**config.mk**
```make
export PLATFORM = sky130hd
export DESIGN_NAME = alu_wb_regfile
export DESIGN_NICKNAME = d
export VERILOG_FILES = /design/src/rtl/alu_pkg.sv /design/src/rtl/regfile_2r1w.sv /design/src/rtl/alu_wb_regfile.sv
export SDC_FILE = /design/constraint.sdc
export NUM_CORES = 1
export LEC_CHECK = 0
export CORE_MARGIN = 1.5
export CORE_UTILIZATION = 40
export DETAILED_ROUTE_END_ITERATION = 12
export PLACE_DENSITY = 0.66
export SLEW_MARGIN = 20
export SYNTH_ARGS = -nofsm -noshare
export SYNTH_HDL_FRONTEND = slang
export SYNTH_HIERARCHICAL = 1
export SYNTH_SLANG_ARGS = --single-unit
```
**constraint.sdc**
```tcl
create_clock -name clk -period 2.6 [get_ports clk]
set_input_delay 0.26 -clock clk [delete_from_list [all_inputs] [get_ports clk]]
set_output_delay 0.26 -clock clk [all_outputs]
set_load 0.02 [all_outputs]
```
**src/rtl/alu_pkg.sv**
```systemverilog
// Shared definitions for the ALU write-back register file: default sizes,
// ALU opcode constants and the write-back FSM state encoding.
package alu_pkg;

  localparam int DATA_W = 16;
  localparam int REG_N  = 16;
  localparam int ADDR_W = $clog2(REG_N);

  // ALU opcodes. MUL and SH produce a double-width result (o_high valid).
  localparam logic [3:0] OP_ADD  = 4'h0;
  localparam logic [3:0] OP_SUB  = 4'h1;
  localparam logic [3:0] OP_AND  = 4'h2;
  localparam logic [3:0] OP_OR   = 4'h3;
  localparam logic [3:0] OP_XOR  = 4'h4;
  localparam logic [3:0] OP_SLL  = 4'h5;
  localparam logic [3:0] OP_SRL  = 4'h6;
  localparam logic [3:0] OP_SRA  = 4'h7;
  localparam logic [3:0] OP_MUL  = 4'h8;
  localparam logic [3:0] OP_SH   = 4'h9;
  localparam logic [3:0] OP_SLT  = 4'hA;
  localparam logic [3:0] OP_SLTU = 4'hB;

  // Write-back FSM: IDLE accepts results, WR_HI drains the latched high half.
  typedef enum logic {
    ST_IDLE  = 1'b0,
    ST_WR_HI = 1'b1
  } wb_state_e;

  // True for opcodes whose result carries a high half to write back.
  function automatic logic op_writes_high(input logic [3:0] op);
    return (op == OP_MUL) || (op == OP_SH);
  endfunction

endpackage

```
**src/rtl/regfile_2r1w.sv**
```systemverilog
// Register file with two combinational read ports and one synchronous write
// port. Reads see the stored contents only (no write-to-read bypass).
module regfile_2r1w #(
  parameter int DATA_W = 16,
  parameter int REG_N  = 16,
  parameter int ADDR_W = $clog2(REG_N)
) (
  input  logic              clk,
  input  logic              rst_n,
  input  logic              we,
  input  logic [ADDR_W-1:0] waddr,
  input  logic [DATA_W-1:0] wdata,
  input  logic [ADDR_W-1:0] raddr0,
  input  logic [ADDR_W-1:0] raddr1,
  output logic [DATA_W-1:0] rdata0,
  output logic [DATA_W-1:0] rdata1
);

  logic [DATA_W-1:0] mem_q [REG_N];

  generate
    for (genvar gi = 0; gi < REG_N; gi++) begin : g_reg
      logic [DATA_W-1:0] q_reg;

      // Each register loads when the write port addresses it.
      always_ff @(posedge clk or negedge rst_n) begin
        if (!rst_n) begin
          q_reg <= '0;
        end else if (we && (waddr == ADDR_W'(gi))) begin
          q_reg <= wdata;
        end
      end

      assign mem_q[gi] = q_reg;
    end
  endgenerate

  assign rdata0 = mem_q[raddr0];
  assign rdata1 = mem_q[raddr1];

endmodule

```
**src/rtl/alu_wb_regfile.sv**
```systemverilog
// ALU write-back register file. Accepts ALU results (low half, optional high
// half) and writes them through a single write port; a double-half result
// takes two cycles, the high half going to (rd+1) mod REG_N.
// Optional build macro: ALU_WB_ZERO_REG_EN makes register 0 hard-wired zero.
module alu_wb_regfile #(
  parameter int DATA_W = alu_pkg::DATA_W,
  parameter int REG_N  = alu_pkg::REG_N,
  parameter int ADDR_W = $clog2(REG_N)
) (
  input  logic              clk,
  input  logic              rst_n,
  input  logic              in_valid,
  output logic              in_ready,
  input  logic [ADDR_W-1:0] in_rd,
  input  logic [DATA_W-1:0] in_low,
  input  logic [DATA_W-1:0] in_high,
  input  logic              in_write_high,
  input  logic [ADDR_W-1:0] rs0_addr,
  input  logic [ADDR_W-1:0] rs1_addr,
  output logic [DATA_W-1:0] rs0_data,
  output logic [DATA_W-1:0] rs1_data,
  output logic              busy,
  output logic              wb_valid,
  output logic [ADDR_W-1:0] wb_addr,
  output logic [DATA_W-1:0] wb_data
);

  import alu_pkg::*;

  wb_state_e         state_reg, state_next;
  logic [ADDR_W-1:0] hi_addr_reg;
  logic [DATA_W-1:0] hi_data_reg;
  logic              transfer;
  logic              wr_en;
  logic [ADDR_W-1:0] wr_addr;
  logic [DATA_W-1:0] wr_data;
  logic              rf_we;
  logic [DATA_W-1:0] trace_data;
  logic [DATA_W-1:0] rf_rdata0, rf_rdata1;
  logic              wb_valid_reg;
  logic [ADDR_W-1:0] wb_addr_reg;
  logic [DATA_W-1:0] wb_data_reg;

  assign in_ready = (state_reg == ST_IDLE);
  assign busy     = (state_reg == ST_WR_HI);
  assign transfer = in_valid && in_ready;

  // Next state and write-port selection: incoming low half in IDLE,
  // latched high half in WR_HI.
  always_comb begin
    state_next = state_reg;
    wr_en      = 1'b0;
    wr_addr    = in_rd;
    wr_data    = in_low;
    case (state_reg)
      ST_IDLE: begin
        if (transfer) begin
          wr_en = 1'b1;
          if (in_write_high) begin
            state_next = ST_WR_HI;
          end
        end
      end
      ST_WR_HI: begin
        wr_en      = 1'b1;
        wr_addr    = hi_addr_reg;
        wr_data    = hi_data_reg;
        state_next = ST_IDLE;
      end
      default: state_next = ST_IDLE;
    endcase
  end

`ifdef ALU_WB_ZERO_REG_EN
  // Register 0 is never written; reads and the trace report it as zero.
  logic wr_zero;
  assign wr_zero    = (wr_addr == '0);
  assign rf_we      = wr_en && !wr_zero;
  assign trace_data = wr_zero ? '0 : wr_data;
  assign rs0_data   = (rs0_addr == '0) ? '0 : rf_rdata0;
  assign rs1_data   = (rs1_addr == '0) ? '0 : rf_rdata1;
`else
  assign rf_we      = wr_en;
  assign trace_data = wr_data;
  assign rs0_data   = rf_rdata0;
  assign rs1_data   = rf_rdata1;
`endif

  // State register; reset in WR_HI drops the pending high write.
  always_ff @(posedge clk or negedge rst_n) begin
    if (!rst_n) begin
      state_reg <= ST_IDLE;
    end else begin
      state_reg <= state_next;
    end
  end

  // Latch the high half and its wrapped destination on a double-half transfer.
  always_ff @(posedge clk or negedge rst_n) begin
    if (!rst_n) begin
      hi_addr_reg <= '0;
      hi_data_reg <= '0;
    end else if (transfer && in_write_high) begin
      hi_addr_reg <= in_rd + ADDR_W'(1);
      hi_data_reg <= in_high;
    end
  end

  // Write trace: one-cycle strobe with the address/data of each write.
  always_ff @(posedge clk or negedge rst_n) begin
    if (!rst_n) begin
      wb_valid_reg <= 1'b0;
      wb_addr_reg  <= '0;
      wb_data_reg  <= '0;
    end else begin
      wb_valid_reg <= wr_en;
      if (wr_en) begin
        wb_addr_reg <= wr_addr;
        wb_data_reg <= trace_data;
      end
    end
  end

  assign wb_valid = wb_valid_reg;
  assign wb_addr  = wb_addr_reg;
  assign wb_data  = wb_data_reg;

  regfile_2r1w #(
    .DATA_W (DATA_W),
    .REG_N  (REG_N),
    .ADDR_W (ADDR_W)
  ) u_rf (
    .clk    (clk),
    .rst_n  (rst_n),
    .we     (rf_we),
    .waddr  (wr_addr),
    .wdata  (wr_data),
    .raddr0 (rs0_addr),
    .raddr1 (rs1_addr),
    .rdata0 (rf_rdata0),
    .rdata1 (rf_rdata1)
  );

endmodule

```
* After elaboration in Yosys (flattened, before gate mapping) *
Cells that the tools add are included.

word-level totals
  flip-flop bits (word level) = 298
  bits of input ports = 48
  output and inout bits = 55

operators by class
  $add $sub $neg = 1
  magnitude comparators = 2
  equal/unequal tests = 15
  mux-type cells = 13
  bitwise gates (word level) = 3
  reductions and logical operators = 19

operator list
  kind                                                                   number
  16-bit binary-select mux with 4-bit select                             2
  16-bit two-way mux                                                     5
  4-bit equality test, second input constant                             8
  1-bit logical AND                                                      18
  4-bit by 3-bit equality test with 1-bit output, second input constant  4
  5-bit greater-or-equal comparator, second input constant               2
  4-bit NOT with 5-bit output                                            2
  4-bit by 2-bit equality test with 1-bit output, second input constant  2
  4-bit by 1-bit adder with 4-bit output, second input constant          1
  4-bit by 1-bit equality test with 1-bit output, second input constant  1
  4-bit logical NOT                                                      1
  4-bit two-way mux                                                      1
  1-bit case mux with 2 select lines                                     2
  1-bit two-way mux                                                      3
  1-bit NOT                                                              1

* Depth between registers and ports, before layout *
  depth in word-level cells = 5
  gate-level depth with buffers = 8
  gate-level depth less buffers = 4

* Modules after synthesis *
The synthesis kept the hierarchy.

modules (own cells, without submodules)
  module          times used  cells each  area each (sq um)  sequential area each (sq um)
  regfile_2r1w    1           848         13304.0            6406.1
  alu_wb_regfile  1           119         2004.4             1051.0

* Worst setup path after synthesis *
OpenSTA, ideal clock, no wires.

  path kind = flip-flop to flip-flop
  start = register state_reg, in the netlist busy
  end = register u_rf.g_reg[5].q_reg[10]
  arrival = 2263 ps
  setup slack = 212 ps
  stages on the path, launching flop included = 7
  buffers on the path = 2
  cell sequence = dfrtp_1 buf_6 mux2_4 nand3b_1 nor2_1 buf_2 mux2_2

RTL lines
  element                                         line                  source
  from (decl)                                     alu_wb_regfile.sv:30  wb_state_e state_reg, state_next;
  from (signal assigned)                          alu_wb_regfile.sv:94  state_reg <= state_next;
  4-bit two-way mux                               alu_wb_regfile.sv:55  case (state_reg)
  via wr_addr[3]                                  alu_wb_regfile.sv:35  logic [ADDR_W-1:0] wr_addr;
  4-bit by 3-bit equality test with 1-bit output  regfile_2r1w.sv:29    end else if (we && (waddr == ADDR_W'(gi))) begin
  1-bit logical AND                               regfile_2r1w.sv:29
  to (signal assigned)                            regfile_2r1w.sv:30    q_reg <= wdata;
  to (decl)                                       regfile_2r1w.sv:23    logic [DATA_W-1:0] q_reg;

The timed path passes the listed nets, and every way through them passes these cells.
A chain may end at the register's enable or synchronous reset.

* Worst setup path in the final report *
  start = register u_rf.g_reg[11].q_reg[12]
  end = output rs0_data[12]

on the way
  word-level cells in the longest chain between the ends = 3

ends and longest elaborated chain
  element                                                 line                  source
  from (decl)                                             regfile_2r1w.sv:23
  from (signal assigned)                                  regfile_2r1w.sv:30
  16-bit binary-select mux with 4-bit select              regfile_2r1w.sv:38    assign rdata0 = mem_q[raddr0];
  16-bit two-way mux (not written as such) (2 in series)  regfile_2r1w.sv:38
  to (decl)                                               alu_wb_regfile.sv:20  output logic [DATA_W-1:0] rs0_data,

No other way between the ends. The select of a mux whose other input is x is not followed.

==> results.toml <==
[global_routing]
grtUsageTotal_pct = 20.8
grt_max_degree = 74
met3_routing_resource_usage_after_global_routing_pct = 3.87
gr-max-usage-layer = "met2"
antenna_found_initial = 0
grt_use_met1_pct = 28.6
grt-ovfl-total = 0
grtUsageMet2_pct = 33.3
vias_in_the_first_global_route = 10000
grt_first_pass_wirelength_um = 61300

[yosys]
number_of_storage_elements_in_the_synthesis_netlist = 298
synth.top_cell.area_share_pct = 48.7
synth_common_cells = "sky130_fd_sc_hd__dfrtp_1 (298), sky130_fd_sc_hd__mux2_2 (244), sky130_fd_sc_hd__mux4_2 (128), sky130_fd_sc_hd__a22oi_1 (64)"
synth.cell_area_um2 = 15300
largest_cells_by_area_after_synthesis = "sky130_fd_sc_hd__dfrtp_1 (49%), sky130_fd_sc_hd__mux4_2 (19%), sky130_fd_sc_hd__mux2_2 (18%)"
most_common_cell_in_the_netlist = "sky130_fd_sc_hd__dfrtp_1"
cell_type_with_the_largest_total_area_after_synthesis = "sky130_fd_sc_hd__dfrtp_1"
synth_fp_nets = 1016
synth.avg_cell_area_um2 = 15.8
synth-edff-count = 0
synth_flop_cell = "sky130_fd_sc_hd__dfrtp_1"
ys_seq_area_share_pct = 48.7
synth.yosys.warnings = 6
asyncSetResetFlopFracSynth_pct = 100
synth.lib_cells_used.distinct = 29
postSynthCellCount = 967

[floorplanning]
initial_core_util_pct = 40.6
boundaryPins = 103
rows = 71
floorplan.die.height_um = 199
design.die.area_um2 = 39500
core_um2 = 37700
die_width_um = 199

[timing]
setup-tns-final_ps = 0
setup_viol = 0
peak_freq_mhz = 395
timing_hold_violations_final = 0
skew_ps = 14.9
finalCriticalPeriod_ps = 2530
fin_crit_sh_pct = 97.3
timing_max_transition_violations_final = 0
worst-slew-pin-transition_ps = 611
setup_repair_after_global_routing_missed_its_margin = "false"
final_critical_path_setup_slack_ps = 69.8
maxSlewHeadroom_pct = 59.2

[setup_path]
crit_type = "reg -> out"
worst-endpoint-arrival_ps = 2270
cp-end-kind = "output pin"
max_stage_delay_ps = 560
start_kind = "register"
required_ps = 2340
critical-path-slowest-cell = "sky130_fd_sc_hd__clkdlybuf4s50_1"
crit_path_max_fanout = 3
timing.critical_path.cells = "mux4_2, a22oi_1, nand2_1, clkdlybuf4s50_1"

[layout]
drive_gt1_share_pct = 49.7
final.fill_count = 3236
layoutNonFillerInstCount = 1616
final_antenna_diode_count = 0
largest_reg_flops = 256
layout-area-overhead-vs-synth_pct = 21.5
final_net_count = 1130

[placed_design]
total_half_perimeter_wirelength_after_legalization_and_detailed_placement_um = 25400
placedCellCount = 1555
port_buffers = 102
place.gp.congestion = 0.756
placement.setup.worst_slack_ps = 159

[routing]
drtIter0Drc = 576
drt_drc_violations_left = 0
postRouteWirelength_um = 39300
1st_pass_router_iterations = 5
detail_route.wl_per_cell_um = 24.3
dr_total_vias = 9308
antenna_violating_nets_post_route = 0
via_per_inst = 5.76

[clock_network]
htreeDepth = 2
path_clk_slew_ps = 50
clk_latency_ps = 520
cts-root-buf = "sky130_fd_sc_hd__clkbuf_16"
clock_sink_count = 298
clock_tree_from_tritoncts = "built"
clock_tree.buffer_depth = 3
cts-buffers-inserted = 34
post-cts-setup-buffers = 0

[pwr]
power.static_leakage_uw = 0.00789
power_per_cell_area_nw_per_um2 = 972
irDropWorstVdd_uv = 424

[job]
cap_viol_max_count = 0

[outcome]
run_status = "complete, no violations"

[hold_path]
holdCritPathClass = "in -> async"
==> logic make-up (layout without fill, tap and decap cells) <==
kind of cell / Yosys count / in the layout / synth area share, %
AND/OR/NAND/NOR: 70 / 70 / 2.26
AO/OA/AOI/OAI: 67 / 67 / 3.24
multiplexers: 441 / 441 / 42.8
adder cells (fa/ha/maj): 1 / 1 / 0.0817
flip-flops: 298 / 298 / 48.7
XOR/XNOR: 2 / 2 / 0.114
buffers and inverters: 88 / 226 / 2.78
==> repair_timing <==
action | in CTS | in global routing
resized for setup | 4 | 15
endpoints found under the setup margin | 4 | 15
hold buffers | 1 | 0
endpoints found under the hold margin | 66 | 0
==> metal layers <==
| metal | vias up | part of all wire [%] |
|---|---|---|
| li1 | 3972 | - |
| met1 | 4933 | 42 |
| met2 | 325 | 48 |
| met3 | 78 | 6.7 |
| met4 | 0 | 3.1 |
| met5 | - | 0 |
==> placed cells by master (no fill, tap or decap), types with 4 or more instances in the layout <==
| cell type | Yosys | routed |
|---|---|---|
| sky130_fd_sc_hd__dfrtp_1 | 298 | 298 |
| sky130_fd_sc_hd__mux2_2 | 244 | 244 |
| sky130_fd_sc_hd__mux4_2 | 128 | 128 |
| sky130_fd_sc_hd__clkdlybuf4s50_1 | 0 | 78 |
| sky130_fd_sc_hd__a22oi_1 | 64 | 64 |
| sky130_fd_sc_hd__mux2_4 | 39 | 39 |
| sky130_fd_sc_hd__nand2_1 | 37 | 37 |
| sky130_fd_sc_hd__clkbuf_16 | 0 | 37 |
| sky130_fd_sc_hd__buf_4 | 2 | 32 |
| sky130_fd_sc_hd__buf_12 | 0 | 31 |
| sky130_fd_sc_hd__mux2_1 | 30 | 30 |
| sky130_fd_sc_hd__dlymetal6s2s_1 | 0 | 15 |
| sky130_fd_sc_hd__clkbuf_8 | 0 | 9 |
| sky130_fd_sc_hd__nor2_2 | 3 | 9 |
| sky130_fd_sc_hd__clkinv_2 | 0 | 7 |
| sky130_fd_sc_hd__clkbuf_1 | 39 | 4 |
| sky130_fd_sc_hd__dlygate4sd2_1 | 0 | 4 |
| sky130_fd_sc_hd__nor2b_2 | 0 | 4 |
==> final timing paths <==
check                                          from                 endpoint  slack, ps  cells after the start
max                        u_rf/g_reg[11].q_reg[12]             rs0_data[12]         70                      4
min                                           rst_n           hi_data_reg[1]        310                      2
max reg2reg                                    busy  u_rf/g_reg[12].q_reg[8]        370                      5
min reg2reg                          hi_addr_reg[0]           hi_addr_reg[0]        480                      2
max in group asynchronous                     rst_n  u_rf/g_reg[1].q_reg[10]       1520                      3
min in group clk                        in_high[13]          hi_data_reg[13]        350                      2
==> critical path: cells and delay by family (launching register included) <==
family | cells | cell delay, ps
buffers and inverters | 1 | 560
multiplexers | 1 | 460
AO/OA/AOI/OAI | 1 | 250
AND/OR/NAND/NOR | 1 | 100
flip-flops | 1 | 390
==> metrics by stage <==
stage / instance area (µm²) / hold WS, ps / power, µW / util, %
finish: 18600 / 315 / 18100 / 49.4
detailed placement: 17400 / 291 / 13400 / 46.2
floorplan: 15300 / -35.6 / 11500 / -
CTS: 18600 / 331 / 18300 / 49.3
global route: 18600 / 350 / 19100 / 49.4
global placement: 17400 / 283 / 13200 / 46.2
==> area by class of cell <==
cell class,instances,area [µm²],area share [%]
Timing Repair Buffer,164,1900,10.2
Tap cell,511,639,3.44
Inverter,2,7.51,0.0404
Clock inverter,10,80.1,0.431
Sequential cell,298,7460,40.1
Multi-Input combinational cell,581,7450,40.1
Clock buffer,50,1060,5.72
==> report_power, final <==
part,leakage (µW),internal (µW),switching (µW),total (µW)
clock network,0.000567,2930,1880,4810
registers,0.00362,6500,1300,7800
logic,0.00371,3480,1990,5470
total,0.00789,12900,5170,18100
(Power assumes the default switching activity.)
